[src/rtl/mem_pipelined_be.sv]
// Single-port byte-strobed memory with a READ_LATENCY-deep read pipeline, write acknowledge and
// out-of-range error flag. Define MEM_PARITY_EN to add per-byte even parity and the par_err port.
module mem_pipelined_be #(
    parameter int ADDR_WIDTH   = 32,
    parameter int DATA_WIDTH   = 32,
    parameter int DEPTH        = 16,
    parameter int READ_LATENCY = 1
) (
    input  logic                    clk,
    input  logic                    rst_n,
    input  logic                    en,
    input  logic                    wr,
    input  logic [ADDR_WIDTH-1:0]   addr,
    input  logic [DATA_WIDTH/8-1:0] be,
    input  logic [DATA_WIDTH-1:0]   data_in,
    output logic [DATA_WIDTH-1:0]   data_out,
    output logic                    valid_out,
    output logic                    wr_ack,
    output logic                    err_out
`ifdef MEM_PARITY_EN
    ,
    output logic                    par_err
`endif
);

    localparam int NB    = DATA_WIDTH / 8;
    localparam int IDX_W = (DEPTH > 1) ? $clog2(DEPTH) : 1;
    // One extra bit so DEPTH == 2**ADDR_WIDTH still compares correctly.
    localparam logic [ADDR_WIDTH:0] DEPTH_EXT = (ADDR_WIDTH + 1)'(DEPTH);

    generate
        if ((DATA_WIDTH % 8) != 0 || DATA_WIDTH < 8) begin : g_bad_data_width
            $error("mem_pipelined_be: DATA_WIDTH must be a positive multiple of 8");
        end
        if (DEPTH < 1 || (ADDR_WIDTH < 62 && (64'(DEPTH) > (64'd1 << ADDR_WIDTH)))) begin : g_bad_depth
            $error("mem_pipelined_be: DEPTH must be in 1..2**ADDR_WIDTH");
        end
        if (READ_LATENCY < 1 || READ_LATENCY > 8) begin : g_bad_latency
            $error("mem_pipelined_be: READ_LATENCY must be in 1..8");
        end
    endgenerate

    logic [DATA_WIDTH-1:0]   mem_reg [DEPTH];
    logic                    in_range;
    logic [IDX_W-1:0]        addr_idx;
    logic                    wr_fire;
    logic                    rd_fire;
    logic [DATA_WIDTH-1:0]   rd_word;

    assign in_range = ({1'b0, addr} < DEPTH_EXT);
    assign addr_idx = addr[IDX_W-1:0];
    assign wr_fire  = en & wr;
    assign rd_fire  = en & ~wr;
    assign rd_word  = in_range ? mem_reg[addr_idx] : '0;

    always_ff @(posedge clk or negedge rst_n) begin
        if (!rst_n) begin
            for (int i = 0; i < DEPTH; i++) begin
                mem_reg[i] <= '0;
            end
        end else if (wr_fire && in_range) begin
            for (int b = 0; b < NB; b++) begin
                if (be[b]) begin
                    mem_reg[addr_idx][8*b +: 8] <= data_in[8*b +: 8];
                end
            end
        end
    end

    logic wr_ack_reg;
    logic wr_err_reg;

    always_ff @(posedge clk or negedge rst_n) begin
        if (!rst_n) begin
            wr_ack_reg <= 1'b0;
            wr_err_reg <= 1'b0;
        end else begin
            wr_ack_reg <= wr_fire;
            wr_err_reg <= wr_fire & ~in_range;
        end
    end

    // Stage 0 captures the word at the accept edge; later stages only shift, so rewrites
    // of the location never disturb reads already in flight.
    logic [READ_LATENCY-1:0] pipe_valid_reg;
    logic [READ_LATENCY-1:0] pipe_err_reg;
    logic [DATA_WIDTH-1:0]   pipe_data_reg [READ_LATENCY];
    logic [DATA_WIDTH-1:0]   data_hold_reg;

    always_ff @(posedge clk or negedge rst_n) begin
        if (!rst_n) begin
            pipe_valid_reg <= '0;
            pipe_err_reg   <= '0;
            for (int i = 0; i < READ_LATENCY; i++) begin
                pipe_data_reg[i] <= '0;
            end
        end else begin
            pipe_valid_reg[0] <= rd_fire;
            pipe_err_reg[0]   <= rd_fire & ~in_range;
            pipe_data_reg[0]  <= rd_word;
            for (int i = 1; i < READ_LATENCY; i++) begin
                pipe_valid_reg[i] <= pipe_valid_reg[i-1];
                pipe_err_reg[i]   <= pipe_err_reg[i-1];
                pipe_data_reg[i]  <= pipe_data_reg[i-1];
            end
        end
    end

    always_ff @(posedge clk or negedge rst_n) begin
        if (!rst_n) begin
            data_hold_reg <= '0;
        end else if (pipe_valid_reg[READ_LATENCY-1]) begin
            data_hold_reg <= pipe_data_reg[READ_LATENCY-1];
        end
    end

    assign valid_out = pipe_valid_reg[READ_LATENCY-1];
    assign data_out  = valid_out ? pipe_data_reg[READ_LATENCY-1] : data_hold_reg;
    assign wr_ack    = wr_ack_reg;
    // A completing read owns err_out; a coinciding write ack loses its error indication.
    assign err_out   = valid_out ? pipe_err_reg[READ_LATENCY-1] : (wr_ack_reg & wr_err_reg);

`ifdef MEM_PARITY_EN
    logic [NB-1:0]           par_mem_reg [DEPTH];
    logic [NB-1:0]           wr_par;
    logic [NB-1:0]           rd_calc_par;
    logic [NB-1:0]           rd_stored_par;
    logic                    rd_par_bad;
    logic [READ_LATENCY-1:0] pipe_par_reg;

    for (genvar gi = 0; gi < NB; gi++) begin : g_par
        assign wr_par[gi]      = ^data_in[8*gi +: 8];
        assign rd_calc_par[gi] = ^rd_word[8*gi +: 8];
    end

    assign rd_stored_par = in_range ? par_mem_reg[addr_idx] : '0;
    assign rd_par_bad    = in_range && (rd_calc_par != rd_stored_par);

    always_ff @(posedge clk or negedge rst_n) begin
        if (!rst_n) begin
            for (int i = 0; i < DEPTH; i++) begin
                par_mem_reg[i] <= '0;
            end
        end else if (wr_fire && in_range) begin
            for (int b = 0; b < NB; b++) begin
                if (be[b]) begin
                    par_mem_reg[addr_idx][b] <= wr_par[b];
                end
            end
        end
    end

    always_ff @(posedge clk or negedge rst_n) begin
        if (!rst_n) begin
            pipe_par_reg <= '0;
        end else begin
            pipe_par_reg[0] <= rd_fire & rd_par_bad;
            for (int i = 1; i < READ_LATENCY; i++) begin
                pipe_par_reg[i] <= pipe_par_reg[i-1];
            end
        end
    end

    assign par_err = pipe_par_reg[READ_LATENCY-1];
`endif

endmodule

[config.mk]
export PLATFORM = sky130hd
export DESIGN_NAME = mem_pipelined_be
export DESIGN_NICKNAME = d
export VERILOG_FILES = /design/src/rtl/mem_pipelined_be.sv
export SDC_FILE = /design/constraint.sdc
export NUM_CORES = 1
export LEC_CHECK = 0
export BUFFER_PORTS_ARGS = -buffer_cell sky130_fd_sc_hd__buf_2
export CAP_MARGIN = 20
export CORE_AREA = 2 2 267 164
export CTS_CLUSTER_DIAMETER = 120
export DETAILED_ROUTE_END_ITERATION = 8
export DIE_AREA = 0 0 269 166
export PLACE_DENSITY = 0.79
export REMOVE_ABC_BUFFERS = 1
export SYNTH_ARGS = -nofsm -noshare
export SYNTH_HDL_FRONTEND = slang
export SYNTH_SLANG_ARGS = --single-unit
[constraint.sdc]
create_clock -name clk -period 2 [get_ports clk]
set_input_delay 0.4 -clock clk [delete_from_list [all_inputs] [get_ports clk]]
set_output_delay 0.4 -clock clk [all_outputs]
set_load 0.02 [all_outputs]
# [After elaboration in Yosys (flattened, before gate mapping)]
# Index checks and enable logic that the tools add are counted.
[word_totals] reg_bits=580 output_inout_bits=35 in_bits=72 wordCells=60
[classes] n_mux=25 reduce_logical=2 magnitude_cmp=3 bitwise=8
[ops] cell="512-bit 2-to-1 mux" n=7
[ops] cell="512-bit bitwise mux" n=4
[ops] cell="32-bit demux with 4-bit select" n=4
[ops] cell="32-bit 2-to-1 mux" n=5
[ops] cell="32-bit binary-select mux with 4-bit select" n=1
[ops] cell="32-bit by 5-bit less-than comparator with 1-bit output (second input constant)" n=1
[ops] cell="24-bit 2-to-1 mux" n=1
[ops] cell="16-bit 2-to-1 mux" n=1
[ops] cell="8-bit 2-to-1 mux" n=1
[ops] cell="1-bit AND" n=5
[ops] cell="5-bit greater-or-equal comparator (second input constant)" n=1
[ops] cell="5-bit by 1-bit less-than comparator with 1-bit output (second input constant)" n=1
[ops] cell="4-bit inverter with 5-bit output" n=1
[ops] cell="1-bit logical AND" n=2
[ops] cell="1-bit inverter" n=2
[ops] cell="1-bit 2-to-1 mux" n=1

# [Logic depth before layout (Yosys ltp)]
# Gate-level depths: netlist of the first run.
[depth] depth_word=16 mapped_depth=7 ltp_nobuf=4

# [Least setup slack after synthesis of the first run]
# Ideal clock, no wire load.
[synth_timing] path_type="input to register" start="input port addr[17]" end="register mem_reg[408] (netlist bit)" required_time_ns=1.875 setup_ns=0.125 t_arrival_ns=2.131 slack_ns=-0.256 path_buffers=1 cell_stages=5 path_cell_list="nor4_4 -> nand4_2 -> buf_6 -> nor3_4 -> mux2_4"
[synth_via] elab_chain_cells=2
[synth_rtl] item="from (decl)" line_no="13" source="input logic [ADDR_WIDTH-1:0] addr,"
[synth_rtl] item="32-bit by 5-bit less-than comparator with 1-bit output" line_no="50" source="assign in_range = ({1'b0, addr} < DEPTH_EXT);"
[synth_rtl] item="1-bit logical AND" line_no="61" source="end else if (wr_fire && in_range) begin"
[synth_rtl] item="to (signal, indexed assignment)" line_no="64" source="mem_reg[addr_idx][8*b +: 8] <= data_in[8*b +: 8];"
[synth_rtl] item="to (decl)" line_no="43" source="logic [DATA_WIDTH-1:0] mem_reg [DEPTH];"
# Every way passes these cells.
# A chain may end at the register's enable or synchronous reset.

# [Worst setup path in the final report of the first run]
[layout_timing] start="register pipe_valid_reg (netlist: valid_out)" end="output port data_out[28]"
[layout_via] elab_chain_cells=1
[layout_rtl] item="from (decl)" line_no="85" source="logic [READ_LATENCY-1:0] pipe_valid_reg;"
[layout_rtl] item="from (signal, indexed assignment)" line_no="102" source="pipe_valid_reg[i] <= pipe_valid_reg[i-1];"
[layout_rtl] item="32-bit 2-to-1 mux" line_no="118" source="assign data_out = valid_out ? pipe_data_reg[READ_LATENCY-1] : data_hold_reg;"
[layout_rtl] item="to (decl)" line_no="16" source="output logic [DATA_WIDTH-1:0] data_out,"
# Every way passes these cells.

==> run summary, run 1 <==
=======================================================================================
Number of violations reported at the end of detailed-routing iteration 0 .         1232
Slew at the pin with the worst max-slew slack ............................     0.462 ns
Cell chain of the critical path .......................................... buf_12 -> mux2_2 -> buf_2
Non-filler instance count after layout ...................................         2405
First-pass GRT wire length ...............................................      96.8 mm
Power density over the cells .............................................   764 nW/um2
Synth Instances ..........................................................         1556
Endpoint of the worst-slack reg-to-reg timing path ....................... pipe_data_reg[9]$_DFF_PN0_
Mapped cell area .........................................................    25800 um2
Worst Setup EP ........................................................... data_out[28]
Worst clock skew .........................................................    0.0112 ns
Worst vdd rail ir drop ...................................................     0.736 mV
First-pass detailed-route iteration total ................................            5
Max Clock Freq ...........................................................    0.454 GHz
Max-capacitance violation count ..........................................            0
Worst rel slew slack .....................................................        0.692
Area Overhead vs Synth ...................................................        19.5%
Cell internal power dissipation ..........................................      18.4 mW
Hold Vio Cnt, Final ......................................................            0
Final antenna-violating net count ........................................            0
RSZ-0062 raised after global routing .....................................          yes
Required time reported for the critical path endpoint ....................      1.60 ns
RR Startpoint ............................................................ mem_reg[265]$_DFFE_PN0P_
Post-DP HPWL .............................................................      39.0 mm
Largest net degree at the start of global routing ........................           88
Failing checks ........................................................... negative setup slack
Leak pwr .................................................................      15.3 nW
Source-to-sink clock delay at the later pin of the worst-skew pair .......      0.58 ns
Dominant cell type by area after synthesis ............................... sky130_fd_sc_hd__dfrtp_1
Result of the run ........................................................ finished with violations
Number of inserted diodes ................................................            0
Setup slack after placement ..............................................    -0.253 ns
Worst Path Max Fanout ....................................................           18
Period utilization .......................................................         1.10
Highest-delay cell along the critical path ............................... sky130_fd_sc_hd__dfrtp_2
Buffer and inverter count on the worst path ..............................            2
Critical path class ...................................................... register to output pin
Number of placement rows .................................................           59
# port buffers ...........................................................          106
Post-detailed-routing wire length ........................................      60.8 mm
Root Buffer Master ....................................................... sky130_fd_sc_hd__clkbuf_16
Total congestion overflow after global routing ...........................            0
Part of the power in combinational logic .................................        0.049
Vias/cell ................................................................         6.28
Reg-to-reg slack, setup ..................................................      0.51 ns
Placer's final routability congestion estimate ...........................        0.812
Setup ws final ...........................................................    -0.202 ns
Global-route total usage across every layer ..............................        0.283
Final critical delay including setup and external delays .................      2.20 ns
Area fraction of the dominant cell type after synthesis ..................        0.562
Cells on worst reg2reg path ..............................................            4
Library cells used by synthesis ..........................................           29
Final-stage net count ....................................................         1857
Pins Over Slew Limit .....................................................            0
TritonCTS Sinks ..........................................................          580
Area used by multi-input combinational logic .............................    11000 um2
Seq pwr share ............................................................        0.498
Sequential cell area .....................................................    14500 um2
Highest cell delay on the worst timing path ..............................      0.42 ns
Mean instance size in the synthesized netlist ............................     16.6 um2
Endpoint arrival time on the critical path ...............................      1.80 ns
CTS Buf Count ............................................................           51
Post-synthesis sequential area ratio .....................................        0.562
Critical path's top delay family .........................................   flip-flops
Critical path startpoint ................................................. valid_out$_DFF_PN0_
Vias in the first global route ...........................................        16320
Flip-flop count of the largest register after layout .....................          512
Drt drc ..................................................................            0
H-tree depth .............................................................            2
Sw Share .................................................................        0.218
Warnings, synthesis ......................................................            0
Inst Count DP ............................................................         2303
Initial cell density of the core .........................................        0.609
Core footprint ...........................................................    42400 um2
Die Wd ...................................................................       269 um
Number of top-level design ports .........................................          107
Number of vias in the routed layout ......................................        15099
Layout cell share with drive strength beyond 1 ...........................        0.600
TritonCTS clock tree .....................................................          yes
Logic depth of the worst setup path including buffers ....................            3
Maximum count of clock buffers along a single path .......................            3
Fraction of power consumed by the clock network ..........................        0.453
Antenna violations before repair .........................................            0
Routed wire length per instance ..........................................      25.3 um
Top cells by area in the synthesized netlist ............................. sky130_fd_sc_hd__dfrtp_1 (56%), sky130_fd_sc_hd__mux2_2 (22%), sky130_fd_sc_hd__mux4_2 (11%)
Number of inserted filler cells in the final layout ......................         2574
Number of register bits inferred by synthesis ............................          580
Crit start category ......................................................     register
Final setup fails ........................................................           33
Worst setup EP type ......................................................   output pin
Clock Pin Slew Worst Setup and Hold Paths ................................      0.07 ns
Switching power summed over all nets .....................................      5.14 mW
Die extent in y ..........................................................       166 um
Hold WC Path Type ........................................................ primary input to register
Overall die area .........................................................    44700 um2
=======================================================================================
==> Yosys cell counts, drive strengths merged <==
cell,n
a22oi,2
nor4,7
clkbuf,65
nand2,15
buf,28
mux4,128
nor3,95
nor2b,5
o21ai,1
o22ai,62
nand4b,1
dfrtp,580
nor2,2
a21oi,1
and2,4
nand4,5
mux2,544
nand2b,2
nand3,4
or2,1
and3,4
==> power by group through the flow <==
stage                     combinational (mW)  clock (mW)  sequential, mW
final                                   1.16        10.7            11.7
after global routing                    1.26        11.4            11.7
after CTS                               1.17        10.8            11.7
after detailed placement                1.13           0            12.0
after global placement                  1.10           0            12.0
after floorplan                        0.252           0            12.0
==> metrics by stage <==
step | total power [mW] | TNS [ns] | util | instance area [um2] | hold slack (ns)
after global placement | 13.1 | -100.07 | 0.678 | 28800 | 0.344
final | 23.6 | -5.74 | 0.727 | 30900 | 0.0425
after floorplan | 12.2 | -2503.51 | - | 25400 | 0.104
after detailed placement | 13.1 | -87.39 | 0.678 | 28800 | 0.341
after CTS | 23.7 | -6.39 | 0.726 | 30800 | 0.0129
after global routing | 24.3 | -7.38 | 0.727 | 30900 | 0.0365
==> layer usage <==
metal	share of wire	up-vias	global-route usage
met5	0	-	0
met4	0.022	0	0.0693
met3	0.059	97	0.0497
met2	0.47	438	0.435
met1	0.45	8188	0.427
li1	-	6376	-
==> cell type report <==
class,count,share of cell area
clock buffers,76,0.0497
clock inverters,18,0.00949
multi-input cells,883,0.355
flip-flops and latches,580,0.470
well taps,579,0.0235
repair buffers,269,0.0919
==> repair_timing <==
| item | CTS | global route |
|---|---|---|
| endpoints found under the hold margin | 22 | 0 |
| pin swaps | 1 | 0 |
| gates resized for setup | 33 | 10 |
| buffers inserted | 2 | 3 |
| setup endpoints to repair | 33 | 33 |
| hold buffers | 1 | 0 |
| cloned | 2 | 0 |
==> cells by family after synthesis <==
kind of cell,share of synthesized area
muxes,0.353
DFF,0.562
buffers and inverters,0.0154
and+or+nand+nor,0.0536
AOI/OAI and AO/OA,0.0160
==> worst min-delay path by stage <==
stage	from	endpoint	slack, ns	cells after the start
floorplan	rst_n	data_hold_reg[0]$_DFF_PN0_	0.10	0
global placement	rst_n	mem_reg[481]$_DFFE_PN0P_	0.34	1
detailed placement	rst_n	mem_reg[481]$_DFFE_PN0P_	0.34	1
CTS	wr	valid_out$_DFF_PN0_	0.01	2
global route	wr	valid_out$_DFF_PN0_	0.04	2
finish	wr	valid_out$_DFF_PN0_	0.04	2
==> layout by cell type (no fill, tap or decap), types with 8 or more instances in the layout <==
master	instances
sky130_fd_sc_hd__o22ai_1	62
sky130_fd_sc_hd__nand2_1	15
sky130_fd_sc_hd__nor3_4	40
sky130_fd_sc_hd__bufinv_16	8
sky130_fd_sc_hd__buf_2	86
sky130_fd_sc_hd__buf_6	13
sky130_fd_sc_hd__nor3_2	24
sky130_fd_sc_hd__mux4_2	128
sky130_fd_sc_hd__clkbuf_16	53
sky130_fd_sc_hd__dfrtp_1	579
sky130_fd_sc_hd__clkinv_2	9
sky130_fd_sc_hd__nor3_1	31
sky130_fd_sc_hd__mux2_2	501
sky130_fd_sc_hd__buf_12	74
sky130_fd_sc_hd__clkbuf_1	11
sky130_fd_sc_hd__buf_4	91
sky130_fd_sc_hd__clkbuf_8	13
sky130_fd_sc_hd__mux2_4	42
Power figures use the tool's default switching activity.
==> run 2, diff against run 1 <==
--- a/config.mk
+++ b/config.mk
@@ -12,7 +12,6 @@
 export DETAILED_ROUTE_END_ITERATION = 8
 export DIE_AREA = 0 0 269 166
 export PLACE_DENSITY = 0.79
-export REMOVE_ABC_BUFFERS = 1
 export SYNTH_ARGS = -nofsm -noshare
 export SYNTH_HDL_FRONTEND = slang
 export SYNTH_SLANG_ARGS = --single-unit
==> run 2 against run 1 <==
  * The flow still finishes with violations (negative setup slack)
  * Clock power down 7%
  * Core utilization down 0.61 points
  * Count of clock-buffer cells in the layout up 7
  * Hold slack better by 0.0058 ns
  * Register-to-register slack better by 0.04 ns
  * Critical path depth unchanged
  * Wire length up 0.58%
  * Sequential share of layout area up 0.40 points
  * Largest cell class unchanged
  * Largest power group unchanged
  * Highest routed layer unchanged
==> run summary, run 2 (synthesis results as in run 1) <==
=======================================================================================
Final antenna-violating net count ........................................            0   unchanged
Hold Vio Cnt, Final ......................................................            0   unchanged
Overall power consumption ................................................      22.9 mW   was 23.6 mW
Startpoint of the tightest hold check path ...............................           wr   unchanged
Largest net degree at the start of global routing ........................           69   was 88
Required time reported for the critical path endpoint ....................      1.60 ns   about the same
Buffer and inverter count on the worst path ..............................            2   unchanged
Endpoint of the worst-slack reg-to-reg timing path ....................... pipe_data_reg[24]$_DFF_PN0_   was pipe_data_reg[9]$_DFF_PN0_
Total congestion overflow after global routing ...........................            0   unchanged
Core footprint ...........................................................    42400 um2   unchanged
Highest cell delay on the worst timing path ..............................      0.39 ns   was 0.42 ns
Max-capacitance violation count ..........................................            0   unchanged
Area Overhead vs Synth ...................................................        18.5%   was 19.5%
Setup ws final ...........................................................    -0.151 ns   was -0.202 ns
Cell area after placement ................................................    28900 um2   was 28800 um2
Mapped Nets ..............................................................         1628
Global-route total usage across every layer ..............................        0.286   was 0.283
Die extent in y ..........................................................       166 um   unchanged
Hold EP .................................................................. valid_out$_DFF_PN0_   unchanged
Drt drc ..................................................................            0   unchanged
Hold WC Path Type ........................................................ primary input to register   unchanged
CTS Buf Count ............................................................           52   was 51
Number of top-level design ports .........................................          107   unchanged
Worst Path Max Fanout ....................................................           23   was 18
Worst setup EP type ......................................................   output pin   unchanged
Max Clock Freq ...........................................................    0.465 GHz   was 0.454 GHz
Crit start category ......................................................     register   unchanged
Die Wd ...................................................................       269 um   unchanged
Period utilization .......................................................         1.08   was 1.10
Post-CTS Repair Setup Buffers ............................................            0   was 2
Worst clock skew .........................................................    0.0126 ns   was 0.0112 ns
Flip-flop count of the largest register after layout .....................          512   unchanged
RR Startpoint ............................................................ mem_reg[56]$_DFFE_PN0P_   was mem_reg[265]$_DFFE_PN0P_
Endpoint arrival time on the critical path ...............................      1.75 ns   was 1.80 ns
Leak pwr .................................................................      15.2 nW   was 15.3 nW
Root Buffer Master ....................................................... sky130_fd_sc_hd__clkbuf_16   unchanged
Leading cell type in the layout, fill and taps excluded .................. sky130_fd_sc_hd__dfrtp_1   unchanged
Cell chain of the critical path .......................................... buf_12 -> mux2_2 -> buf_2   unchanged
Placer's final routability congestion estimate ...........................        0.831   was 0.812
TritonCTS clock tree .....................................................          yes   unchanged
Cells on worst reg2reg path ..............................................            3   was 4
Result of the run ........................................................ finished with violations   unchanged
Vias/cell ................................................................         6.23   was 6.28
Setup slack after placement ..............................................    -0.415 ns   was -0.253 ns
Number of vias in the routed layout ......................................        14976   was 15099
Highest-delay cell along the critical path ............................... sky130_fd_sc_hd__dfrtp_2   unchanged
Initial cell density of the core .........................................        0.609   unchanged
Critical path's top delay family .........................................   flip-flops   unchanged
Area of all placed cells without fillers .................................    30600 um2   was 30900 um2
Number of inserted filler cells in the final layout ......................         2637   was 2574
Reg-to-reg slack, setup ..................................................      0.55 ns   was 0.51 ns
Slew at the pin with the worst max-slew slack ............................     0.478 ns   was 0.462 ns
Post-detailed-routing wire length ........................................      61.1 mm   was 60.8 mm
Critical path class ...................................................... register to output pin   unchanged
Number of placement rows .................................................           59   unchanged
Overall die area .........................................................    44700 um2   unchanged
TritonCTS Sinks ..........................................................          580   unchanged
Area used by multi-input combinational logic .............................    10900 um2   was 11000 um2
Source-to-sink clock delay at the later pin of the worst-skew pair .......      0.58 ns   about the same
RSZ-0062 raised after global routing .....................................          yes   unchanged
Power density over the cells .............................................   747 nW/um2   was 764 nW/um2
First-pass detailed-route iteration total ................................            5   unchanged
Final setup fails ........................................................           32   was 33
Vias in the first global route ...........................................        16536   was 16320
Number of violations reported at the end of detailed-routing iteration 0 .          979   was 1232
First-pass GRT wire length ...............................................      97.8 mm   was 96.8 mm
# port buffers ...........................................................          106   unchanged
Routed wire length per instance ..........................................      25.4 um   was 25.3 um
Commonest cells after routing, fill and taps aside ....................... sky130_fd_sc_hd__dfrtp_1 (579), sky130_fd_sc_hd__mux2_2 (509), sky130_fd_sc_hd__mux4_2 (128)   was sky130_fd_sc_hd__dfrtp_1 (579), sky130_fd_sc_hd__mux2_2 (501), sky130_fd_sc_hd__mux4_2 (128)
Worst vdd rail ir drop ...................................................     0.711 mV   was 0.736 mV
Maximum count of clock buffers along a single path .......................            3   unchanged
Post-DP HPWL .............................................................      40.4 mm   was 39.0 mm
Cell depth of the worst min-delay path ...................................            2   unchanged
H-tree depth .............................................................            2   unchanged
Clock Pin Slew Worst Setup and Hold Paths ................................      0.07 ns   about the same
Layout cell share with drive strength beyond 1 ...........................        0.597   was 0.600
Failing checks ........................................................... negative setup slack   unchanged
Antenna violations before repair .........................................            0   unchanged
Final critical delay including setup and external delays .................      2.15 ns   was 2.20 ns
Pins Over Slew Limit .....................................................            0   unchanged
Final TNS setup ..........................................................     -3.92 ns   was -5.74 ns
Worst rel slew slack .....................................................        0.681   was 0.692
Number of inserted diodes ................................................            0   unchanged
Sequential cell area .....................................................    14500 um2   unchanged
Final-stage net count ....................................................         1861   was 1857
=======================================================================================
run 2: cell count changes in the layout (fill, tap and decap cells not counted), sizes merged:
cell and delta:
bufinv -5, clkinvlp -1, clkinv -5, buf +4
clkbuf +6
run 2: power breakdown:
group / switching [mW] / total (mW) / internal, mW
logic: 0.782 / 1.17 / 0.385
clock network: 4.24 / 9.96 / 5.72
registers: 0.00243 / 11.7 / 11.7
run 2: repair_timing:
item                                    in CTS  in global routing
hold buffers                                 1                  0
pin swaps                                    0                  0
endpoints found under the setup margin      32                 33
endpoints found under the hold margin       31                  0
gates resized for setup                      2                  2
run 2: worst max-delay path by stage:
stage	from	end	slack, ns	depth (start not counted)
after global placement	addr[20]	mem_reg[174]$_DFFE_PN0P_	-0.39	8
after floorplan	addr[17]	mem_reg[408]$_DFFE_PN0P_	-0.21	5
after detailed placement	addr[28]	mem_reg[175]$_DFFE_PN0P_	-0.41	8
after global routing	valid_out$_DFF_PN0_	data_out[4]	-0.20	3
after CTS	valid_out$_DFF_PN0_	data_out[2]	-0.18	3
final	valid_out$_DFF_PN0_	data_out[2]	-0.15	3
run 2: metrics by stage:
| step | utilization | cells | hold slack [ns] |
|---|---|---|---|
| 6_report | 0.721 | 2404 | 0.0483 |
| 5_1_grt | 0.721 | 2404 | 0.0512 |
| 4_1_cts | 0.721 | 2404 | 0.0269 |
| 3_5_place_dp | 0.681 | 2313 | 0.355 |
| 3_3_place_gp | 0.681 | 2313 | 0.351 |
| 2_1_floorplan | - | 1556 | 0.104 |
run 2: area by class of cell:
| type | count | area share |
|---|---|---|
| clock inverters | 7 | 0.00360 |
| well taps | 579 | 0.0237 |
| multi-input cells | 883 | 0.357 |
| repair buffers | 272 | 0.0899 |
| clock buffers | 83 | 0.0513 |
| flip-flops and latches | 580 | 0.474 |
run 2: per-layer routing:
| layer | vias to the layer above | share of wire | track usage |
|---|---|---|---|
| met4 | 0 | 0.024 | 0.0746 |
| met1 | 8085 | 0.44 | 0.422 |
| met2 | 402 | 0.48 | 0.444 |
| met5 | - | 0 | 0 |
| met3 | 94 | 0.056 | 0.0562 |
| li1 | 6395 | - | - |
run 2: worst reg2reg max path, delay by kind of cell, from the launching register on:
kind | cells | cell delay [ns]
multiplexers | 1 | 0.47
AO/OA/AOI/OAI | 1 | 0.34
AND/OR/NAND/NOR | 1 | 0.12
flip-flops | 1 | 0.38
==> run 3, diff against run 2 <==
--- a/config.mk
+++ b/config.mk
@@ -7,11 +7,11 @@
 export LEC_CHECK = 0
 export BUFFER_PORTS_ARGS = -buffer_cell sky130_fd_sc_hd__buf_2
 export CAP_MARGIN = 20
-export CORE_AREA = 2 2 267 164
+export CORE_AREA = 2 2 281 172
 export CTS_CLUSTER_DIAMETER = 120
 export DETAILED_ROUTE_END_ITERATION = 8
-export DIE_AREA = 0 0 269 166
-export PLACE_DENSITY = 0.79
+export DIE_AREA = 0 0 283 174
+export PLACE_DENSITY = 0.76
 export SYNTH_ARGS = -nofsm -noshare
 export SYNTH_HDL_FRONTEND = slang
 export SYNTH_SLANG_ARGS = --single-unit
==> constraint.sdc (replaced) <==
create_clock -name clk -period 1.95 [get_ports clk]
set_input_delay 0.39 -clock clk [delete_from_list [all_inputs] [get_ports clk]]
set_output_delay 0.39 -clock clk [all_outputs]
set_load 0.02 [all_outputs]
==> run 3 against run 2 <==
  * Core utilization shrank 6.3 points
  * The flow still finishes with violations (negative setup slack)
  * Die area rose by 10%
  * Sequential share of layout area is 0.45 points lower
  * Critical path type unchanged
  * Largest cell class unchanged
==> run summary, run 3 (synthesis results as in run 1) <==
=======================================================================================
Final-stage net count ....................................................         1856   was 1861
Number of vias in the routed layout ......................................        14965   was 14976
Global-route total usage across every layer ..............................        0.252   was 0.286
First-pass GRT wire length ...............................................      96.6 mm   was 97.8 mm
Layout cell share with drive strength beyond 1 ...........................        0.602   was 0.597
Number of violations reported at the end of detailed-routing iteration 0 .         1148   was 979
Largest net degree at the start of global routing ........................           80   was 69
Switching power summed over all nets .....................................      5.24 mW   was 5.03 mW
Routing usage on met2 ....................................................        0.394   was 0.444
Worst Path Max Fanout ....................................................           12   was 23
Final antenna-violating net count ........................................            0   unchanged
Antenna violations before repair .........................................            4   was 0
TritonCTS Sinks ..........................................................          580   unchanged
Leak pwr .................................................................      15.3 nW   was 15.2 nW
Number of top-level design ports .........................................          107   unchanged
Part of the power in combinational logic .................................        0.049   was 0.051
Failing checks ........................................................... negative setup slack   unchanged
Hold Vio Cnt, Final ......................................................            0   unchanged
Maximum count of clock buffers along a single path .......................            3   unchanged
Result of the run ........................................................ finished with violations   unchanged
Core footprint ...........................................................    46900 um2   was 42400 um2
Number of placement rows .................................................           62   was 59
Worst rel slew slack .....................................................        0.711   was 0.681
Leading cell type in the layout, fill and taps excluded .................. sky130_fd_sc_hd__dfrtp_1   unchanged
Cells on worst reg2reg path ..............................................            3   unchanged
Drt drc ..................................................................            0   unchanged
Seq pwr share ............................................................        0.498   was 0.513
Source-to-sink clock delay at the later pin of the worst-skew pair .......      0.57 ns   was 0.58 ns
Die Wd ...................................................................       283 um   was 269 um
Setup ws final ...........................................................    -0.198 ns   was -0.151 ns
Overall die area .........................................................    49200 um2   was 44700 um2
Vias in the first global route ...........................................        16396   was 16536
Initial cell density of the core .........................................        0.550   was 0.609
Total congestion overflow after global routing ...........................            0   unchanged
Endpoint arrival time on the critical path ...............................      1.76 ns   was 1.75 ns
Final TNS setup ..........................................................     -5.10 ns   was -3.92 ns
Hold WC Path Type ........................................................ primary input to register   unchanged
Fraction of met3 tracks used by global routing ...........................       0.0470   was 0.0562
Root Buffer Master ....................................................... sky130_fd_sc_hd__clkbuf_16   unchanged
Final critical delay including setup and external delays .................      2.15 ns
Placer's final routability congestion estimate ...........................        0.848   was 0.831
CTS Buf Count ............................................................           52   unchanged
Die extent in y ..........................................................       174 um   was 166 um
Routed wire length per instance ..........................................      24.5 um   was 25.4 um
Area Overhead vs Synth ...................................................        19.6%   was 18.5%
Cell internal power dissipation ..........................................      18.9 mW   was 17.8 mW
# port buffers ...........................................................          106   unchanged
Highest-delay cell along the critical path ............................... sky130_fd_sc_hd__dfrtp_2   unchanged
End-of-flow core utilization .............................................        0.658   was 0.721
Worst vdd rail ir drop ...................................................     0.665 mV   was 0.711 mV
Flip-flop count of the largest register after layout .....................          512   unchanged
Fraction of power consumed by the clock network ..........................        0.453   was 0.436
Commonest cells after routing, fill and taps aside ....................... sky130_fd_sc_hd__dfrtp_1 (579), sky130_fd_sc_hd__mux2_2 (500), sky130_fd_sc_hd__mux4_2 (128)   was sky130_fd_sc_hd__dfrtp_1 (579), sky130_fd_sc_hd__mux2_2 (509), sky130_fd_sc_hd__mux4_2 (128)
Max-capacitance violation count ..........................................            0   unchanged
Vias/cell ................................................................         6.07   was 6.23
TritonCTS clock tree .....................................................          yes   unchanged
Highest cell delay on the worst timing path ..............................      0.39 ns   about the same
Pins Over Slew Limit .....................................................            0   unchanged
RSZ-0062 raised after global routing .....................................          yes   unchanged
Post-DP HPWL .............................................................      40.5 mm   was 40.4 mm
Required time reported for the critical path endpoint ....................      1.56 ns   was 1.60 ns
H-tree depth .............................................................            2   unchanged
Busiest layer in global routing ..........................................         met2   unchanged
Slew at the pin with the worst max-slew slack ............................     0.434 ns   was 0.478 ns
Mapped Nets ..............................................................         1628   unchanged
Cell chain of the critical path .......................................... buf_4 -> buf_12 -> mux2_2 -> buf_2   was buf_12 -> mux2_2 -> buf_2
Final setup fails ........................................................           32   unchanged
Worst clock skew .........................................................   0.00907 ns   was 0.0126 ns
Period utilization .......................................................         1.10
First-pass detailed-route iteration total ................................            5   unchanged
Sw Share .................................................................        0.217   was 0.220
Worst setup EP type ......................................................   output pin   unchanged
Power density over the cells .............................................   782 nW/um2   was 747 nW/um2
Max Clock Freq ...........................................................    0.465 GHz
Global routing usage on met1 .............................................        0.372   was 0.422
Cell depth of the worst min-delay path ...................................            2   unchanged
Crit start category ......................................................     register   unchanged
Clock Pin Slew Worst Setup and Hold Paths ................................      0.07 ns   about the same
Critical path class ...................................................... register to output pin   unchanged
Post-detailed-routing wire length ........................................      60.3 mm   was 61.1 mm
=======================================================================================
==> run 3: path summary, 6_finish.rpt <==
check	startpoint	endpoint	slack, ns
setup / recovery	valid_out$_DFF_PN0_	data_out[19]	-0.20
hold / removal	wr	valid_out$_DFF_PN0_	0.06
setup reg to reg	mem_reg[121]$_DFFE_PN0P_	pipe_data_reg[25]$_DFF_PN0_	0.54
hold reg to reg	mem_reg[472]$_DFFE_PN0P_	mem_reg[472]$_DFFE_PN0P_	0.49
max in group asynchronous	rst_n	mem_reg[331]$_DFFE_PN0P_	0.85
min in group asynchronous	rst_n	pipe_data_reg[28]$_DFF_PN0_	0.33
==> run 3: per-layer routing <==
metal | vias up | wire length, um
met5 | - | 28
met4 | 4 | 1160
met3 | 93 | 3360
met2 | 375 | 28300
met1 | 8120 | 27400
li1 | 6373 | -
==> run 3: per-stage QoR <==
| stage | hold WS [ns] | total power [mW] | cells | cell area [um2] | setup slack [ns] |
|---|---|---|---|---|---|
| floorplan | 0.0944 | 12.7 | 1556 | 25800 | -0.248 |
| global route | 0.0501 | 25.0 | 2466 | 30900 | -0.250 |
| CTS | 0.0292 | 24.4 | 2464 | 30800 | -0.215 |
| global placement | 0.337 | 13.4 | 2368 | 28900 | -0.354 |
| detailed placement | 0.331 | 13.4 | 2368 | 28900 | -0.330 |
| finish | 0.0635 | 24.1 | 2467 | 30900 | -0.198 |
==> run 3: final cells by class <==
class | instances | area (um2)
Fill cell | 3195 | 16000
Sequential cell | 580 | 14500
Multi-Input combinational cell | 883 | 11000
Timing Repair Buffer | 267 | 2770
Clock buffer | 75 | 1530
Tap cell | 640 | 801
Clock inverter | 20 | 300
Antenna cell | 2 | 5.00
==> run 3: critical path: cells and delay by family, from the launching register on <==
kind | cells | cell delay [ns]
buffers and inverters | 3 | 0.42
flip-flops | 1 | 0.39
multiplexers | 1 | 0.36
==> run 3: power groups by stage <==
stage                     Clock, mW  Combinational [mW]  Sequential, mW
final                          10.9                1.17            12.0
after global placement            0                1.15            12.3
after global routing           11.7                1.28            12.0
after CTS                      11.1                1.18            12.0
after detailed placement          0                1.17            12.3
after floorplan                   0               0.450            12.3
==> run 3: repair_timing <==
action / CTS / global route
pin swaps: 0 / 1
resized for setup: 21 / 20
setup endpoints to repair: 33 / 33
hold buffers: 1 / 0
hold endpoints to repair: 25 / 0
buffers inserted: 0 / 1
